[src/rtl/jtag_scan_master.sv]
// JTAG scan initiator: runs DR/IR scans and TAP resets,
// generating TCK/TMS/TDI from sysclk and capturing TDO.
module jtag_scan_master #(
  parameter int bits   = 32,
  parameter int clkdiv = 4
) (
  input  logic                      sysclk,
  input  logic                      reset_n,
  input  logic                      start,
  input  logic [1:0]                op,
  input  logic [$clog2(bits+1)-1:0] len,
  input  logic [bits-1:0]           d,
  output logic [bits-1:0]           q,
  output logic                      busy,
  output logic                      done,
  output logic                      tck,
  output logic                      tms,
  output logic                      tdi,
  input  logic                      tdo
);
  localparam int LW = $clog2(bits+1);
  localparam int BW = (bits > 1) ? $clog2(bits) : 1;
  localparam int HW = (clkdiv > 1) ? $clog2(clkdiv) : 1;

  typedef enum logic [2:0] {
    IDLE, PRE, SHIFT, POST, DONE
  } state_t;

  state_t          state;
  logic [1:0]      op_r;
  logic [bits-1:0] d_r;
  logic [BW-1:0]   last_r;
  logic [BW-1:0]   bit_idx;
  logic [BW-1:0]   bit_nx;
  logic [BW-1:0]   eff_last;
  logic [2:0]      slot;
  logic [2:0]      slot_nx;
  logic [2:0]      pre_last;
  logic [HW-1:0]   hc;
  logic            half_end;

  // Index of the last shift slot; 0 or oversize means full width.
  assign eff_last = (len == '0 || len > LW'(bits))
                  ? BW'(bits - 1)
                  : BW'(len - 1'b1);

  assign bit_nx   = bit_idx + 1'b1;
  assign slot_nx  = slot + 1'b1;
  assign half_end = (hc == HW'(clkdiv - 1));
  assign pre_last = op_r[1] ? 3'd5 :
                    (op_r[0] ? 3'd3 : 3'd2);

  function automatic logic pre_tms(
    input logic [1:0] o,
    input logic [2:0] s
  );
    logic t;
    t = 1'b0;
    unique case (1'b1)
      o[1]:           t = (s < 3'd5);
      (o == 2'b01):   t = (s < 3'd2);
      (o == 2'b00):   t = (s == 3'd0);
    endcase
    return t;
  endfunction

  // Slot sequencer: TCK halves, per-slot TMS/TDI, TDO capture.
  always_ff @(posedge sysclk or negedge reset_n) begin
    if (!reset_n) begin
      state   <= IDLE;
      op_r    <= '0;
      d_r     <= '0;
      last_r  <= '0;
      bit_idx <= '0;
      slot    <= '0;
      hc      <= '0;
      q       <= '0;
      busy    <= 1'b0;
      done    <= 1'b0;
      tck     <= 1'b0;
      tms     <= 1'b0;
      tdi     <= 1'b0;
    end else begin
      unique case (state)
        IDLE, DONE: begin
          done  <= 1'b0;
          state <= IDLE;
          if (start) begin
            state   <= PRE;
            op_r    <= op;
            d_r     <= d;
            last_r  <= eff_last;
            q       <= '0;
            busy    <= 1'b1;
            slot    <= '0;
            bit_idx <= '0;
            hc      <= '0;
            tck     <= 1'b0;
            tms     <= 1'b1;
            tdi     <= 1'b0;
          end
        end
        default: begin
          if (!half_end) begin
            hc <= hc + 1'b1;
          end else begin
            hc <= '0;
            if (!tck) begin
              tck <= 1'b1;
              if (state == SHIFT)
                q[bit_idx] <= tdo;
            end else begin
              tck <= 1'b0;
              tdi <= 1'b0;
              unique case (state)
                PRE: begin
                  if (slot != pre_last) begin
                    slot <= slot_nx;
                    tms  <= pre_tms(op_r, slot_nx);
                  end else if (op_r[1]) begin
                    state <= DONE;
                    busy  <= 1'b0;
                    done  <= 1'b1;
                    tms   <= 1'b0;
                  end else begin
                    state   <= SHIFT;
                    bit_idx <= '0;
                    tms     <= (last_r == '0);
                    tdi     <= d_r[0];
                  end
                end
                SHIFT: begin
                  if (bit_idx == last_r) begin
                    state <= POST;
                    slot  <= '0;
                    tms   <= 1'b1;
                  end else begin
                    bit_idx <= bit_nx;
                    tms     <= (bit_nx == last_r);
                    tdi     <= d_r[bit_nx];
                  end
                end
                POST: begin
                  if (slot == 3'd0) begin
                    slot <= 3'd1;
                    tms  <= 1'b0;
                  end else begin
                    state <= DONE;
                    busy  <= 1'b0;
                    done  <= 1'b1;
                    tms   <= 1'b0;
                  end
                end
                default: ;
              endcase
            end
          end
        end
      endcase
    end
  end

endmodule

[config.mk]
export PLATFORM = sky130hd
export DESIGN_NAME = jtag_scan_master
export DESIGN_NICKNAME = d
export VERILOG_FILES = /design/src/rtl/jtag_scan_master.sv
export SDC_FILE = /design/constraint.sdc
export NUM_CORES = 1
export LEC_CHECK = 0
export CORE_ASPECT_RATIO = 1.1
export CORE_MARGIN = 2
export CORE_UTILIZATION = 45
export CTS_CLUSTER_DIAMETER = 120
export DETAILED_ROUTE_END_ITERATION = 7
export PLACE_DENSITY = 0.66
export SYNTH_ARGS = -nofsm -noshare
export SYNTH_HDL_FRONTEND = slang
export SYNTH_SLANG_ARGS = --single-unit
[constraint.sdc]
create_clock -name sysclk -period 3.6 [get_ports sysclk]
set_input_delay 0.72 -clock sysclk [delete_from_list [all_inputs] [get_ports sysclk]]
set_output_delay 0.72 -clock sysclk [all_outputs]
set_load 0.05 [all_outputs]
==> results.txt <==
Max-cap violations = 0
Total GRT Usage = 0.212
Post-synth net total = 578
Die Area = 11500 sq um
ANT nets after route = 0
Critical path arrival = 2.81 ns
Vias = 4050
Worst r2r src = bit_idx[0]
Yosys warnings = 0
Unique masters post-synth = 60
Setup TNS = 0 ns
Cell Pwr Density = 666 nW/um^2
CTS buffer count = 9
Synth-to-layout area growth = 23.5%
Core area = 10400 sq um
Hold Fails Final Rpt = 0
Fin. max-slew vios = 0
Asr flop ratio synth = 1.00
Final setup viols = 0
Comb power frac = 0.355
Synth top area share = 0.466
Flops & latches, synth = 89
P_int = 2.37 mW
Clock skew = 0.00681 ns
Post-CTS Hold Buffers = 0
CTS tree = done
Post-cts gate resize count = 0
Row Count = 39
Root Buffer = clkbuf_16
VDD IR-drop max = 292 uV
Critical path fanouts, max = 16
Share of power burned in registers = 0.419
WS Path Type = register to register
Hpwl dp = 8280 um
Synth Area per Inst = 9.13 sq um
# diodes = 0
DIE WIDTH = 102 um
NetSw = 1.57 mW
Initial cell density of the core = 0.460
Synthesized area = 4780 sq um
Grt ovf = 0
Fmax = 393 MHz
Final RePlAce weighted congestion = 0.842
Fin crit period = 2.55 ns
DRT Pass-1 Iters = 6
Synth top area cells = dfrtp_1 47%, nand2_1 9.6%, o21ai_0 8.0%
Die height = 112 um
Crit. End Element = register
Sequential-to-total area share from yosys stat = 0.466
Antenna violations before repair = 0
Syn Inst Count = 524
Vias in the first global route = 3958
Ys flop type = dfrtp_1
I/O Buffers = 80
Num ports = 81
DR iter-0 viols = 200
Clock transition at the registers of the reported paths = 0.07 ns
Leakage = 2.55 nW
Unrepaired setup endpoints after global routing = false
Critical Path Source Type = register
Post-synth EDFFs = 0
DRT Wirelength = 11700 um
Switching Fraction = 0.398
Final net count = 643
Clock Latency Late Sink = 0.35 ns
H-Tree Depth = 3
Min-delay src = d_r[25]
Clock network fraction of total power = 0.227
Synth area leader = dfrtp_1
Number of clock sinks = 89
Post-CTS Setup Inserts = 0
Wirelength per Cell = 15.9 um
Worst Tran Pin Value = 0.922 ns
Period utilisation layout = 0.707
Class of the worst hold path = register to register
DRC errors left = 0
Largest net degree at the start of global routing = 74
Relative slew slack = 0.386
Status = finished clean
Layout cell share with drive strength beyond 1 = 0.0673
Max Root-Sink Buffers = 2
CP startpoint = bit_idx[0]
First-pass GRT wire length = 19400 um
Post-layout util = 0.569
Via/cell ratio = 5.50
WP data required = 3.87 ns
==> layer usage <==
metal,vias to the layer above,share of wire,track usage
li1,1954,-,-
met2,144,0.46,0.325
met5,-,0,0
met4,0,0.029,0.0889
met3,35,0.050,0.0386
met1,1917,0.46,0.296
==> sequential cells by signal (all words and copies together), names as in the netlist <==
signal and flops:
d_r 32, q 32, bit_idx 5, last_r 5, slot 3, state 3
hc 2, op_r 2, busy 1, done 1, tck 1, tdi 1
tms 1
==> cell usage in the layout, fill, tap and decap left out, types with 9 or more instances in the layout <==
| cell | instances |
|---|---|
| dfrtp_1 | 89 |
| clkdlybuf4s50_1 | 79 |
| nor2_1 | 22 |
| o21ai_0 | 76 |
| nand2_1 | 122 |
| ha_1 | 10 |
| a31oi_1 | 9 |
| a21oi_1 | 40 |
| inv_1 | 12 |
| clkbuf_16 | 9 |
==> logic make-up after synthesis <==
logic type / synth area share
and+or+nand+nor: 0.185
muxes: 0.0505
buffers and inverters: 0.0494
xor gates and xnor gates: 0.0408
DFF: 0.466
adders and majority gates: 0.0262
AOI/OAI and AO/OA: 0.183
==> synth_stat cells (3+ instances only) <==
| cell type | number |
|---|---|
| nor3b_1 | 3 |
| a31oi_1 | 9 |
| nand3b_1 | 4 |
| clkbuf_1 | 19 |
| mux4_2 | 3 |
| buf_6 | 5 |
| o31ai_1 | 4 |
| nor3_1 | 6 |
| a41oi_1 | 3 |
| o21ai_0 | 76 |
| mux4_1 | 5 |
| ha_1 | 10 |
| o2bb2ai_1 | 3 |
| buf_1 | 4 |
| nand3_1 | 7 |
| nor2_1 | 23 |
| nand2b_1 | 8 |
| dfrtp_1 | 89 |
| xor2_1 | 8 |
| nor2b_1 | 5 |
| nand2_1 | 122 |
| and3_1 | 3 |
| a21oi_1 | 40 |
| xnor2_1 | 8 |
| inv_1 | 12 |
==> per-stage QoR <==
stage | hold slack [ns] | setup WS, ns | instance area, sq um | power (mW) | std cells
floorplan | 0.424 | 1.37 | 4780 | 2.65 | 524
global placement | 0.457 | 1.09 | 5630 | 3.01 | 721
detailed placement | 0.460 | 1.05 | 5630 | 3.05 | 721
CTS | 0.478 | 1.08 | 5910 | 3.95 | 737
global route | 0.493 | 0.830 | 5910 | 4.19 | 737
finish | 0.471 | 1.05 | 5910 | 3.94 | 737
==> layout make-up <==
type                            count  area [sq um]
Clock buffer                        9           225
Multi-Input combinational cell    389          2320
Inverter                           13          48.8
Clock inverter                      7          56.3
Sequential cell                    89          2230
Timing Repair Buffer               87           851
Fill cell                         957          4480
Tap cell                          143           179
==> power groups by stage <==
stage	Combinational (mW)	Clock (mW)	Sequential (mW)
global route	1.55	0.949	1.69
detailed placement	1.39	0	1.66
CTS	1.40	0.904	1.65
global placement	1.36	0	1.65
finish	1.40	0.893	1.65
floorplan	1.12	0	1.54
==> worst max-delay path, stage by stage (launching register included) <==
cell and delay (ns):
dfrtp_1 0.32, buf_4 0.26, ha_1 0.58, nand3_1 0.23, xor2_1 0.28, a2111oi_0 0.10, or4_1 0.54, o221ai_2 0.14
==> final timing paths <==
path | cells past startpoint | to | slack, ns
min in group asynchronous | 1 | d_r[29] | 0.50
setup / recovery | 7 | tdi | 1.05
hold reg to reg | 2 | d_r[25] | 0.47
hold / removal | 2 | d_r[25] | 0.47
setup reg to reg | 7 | tdi | 1.05
max in group asynchronous | 2 | q[24] | 2.40
No activity file was read; power rests on OpenSTA's default activity.
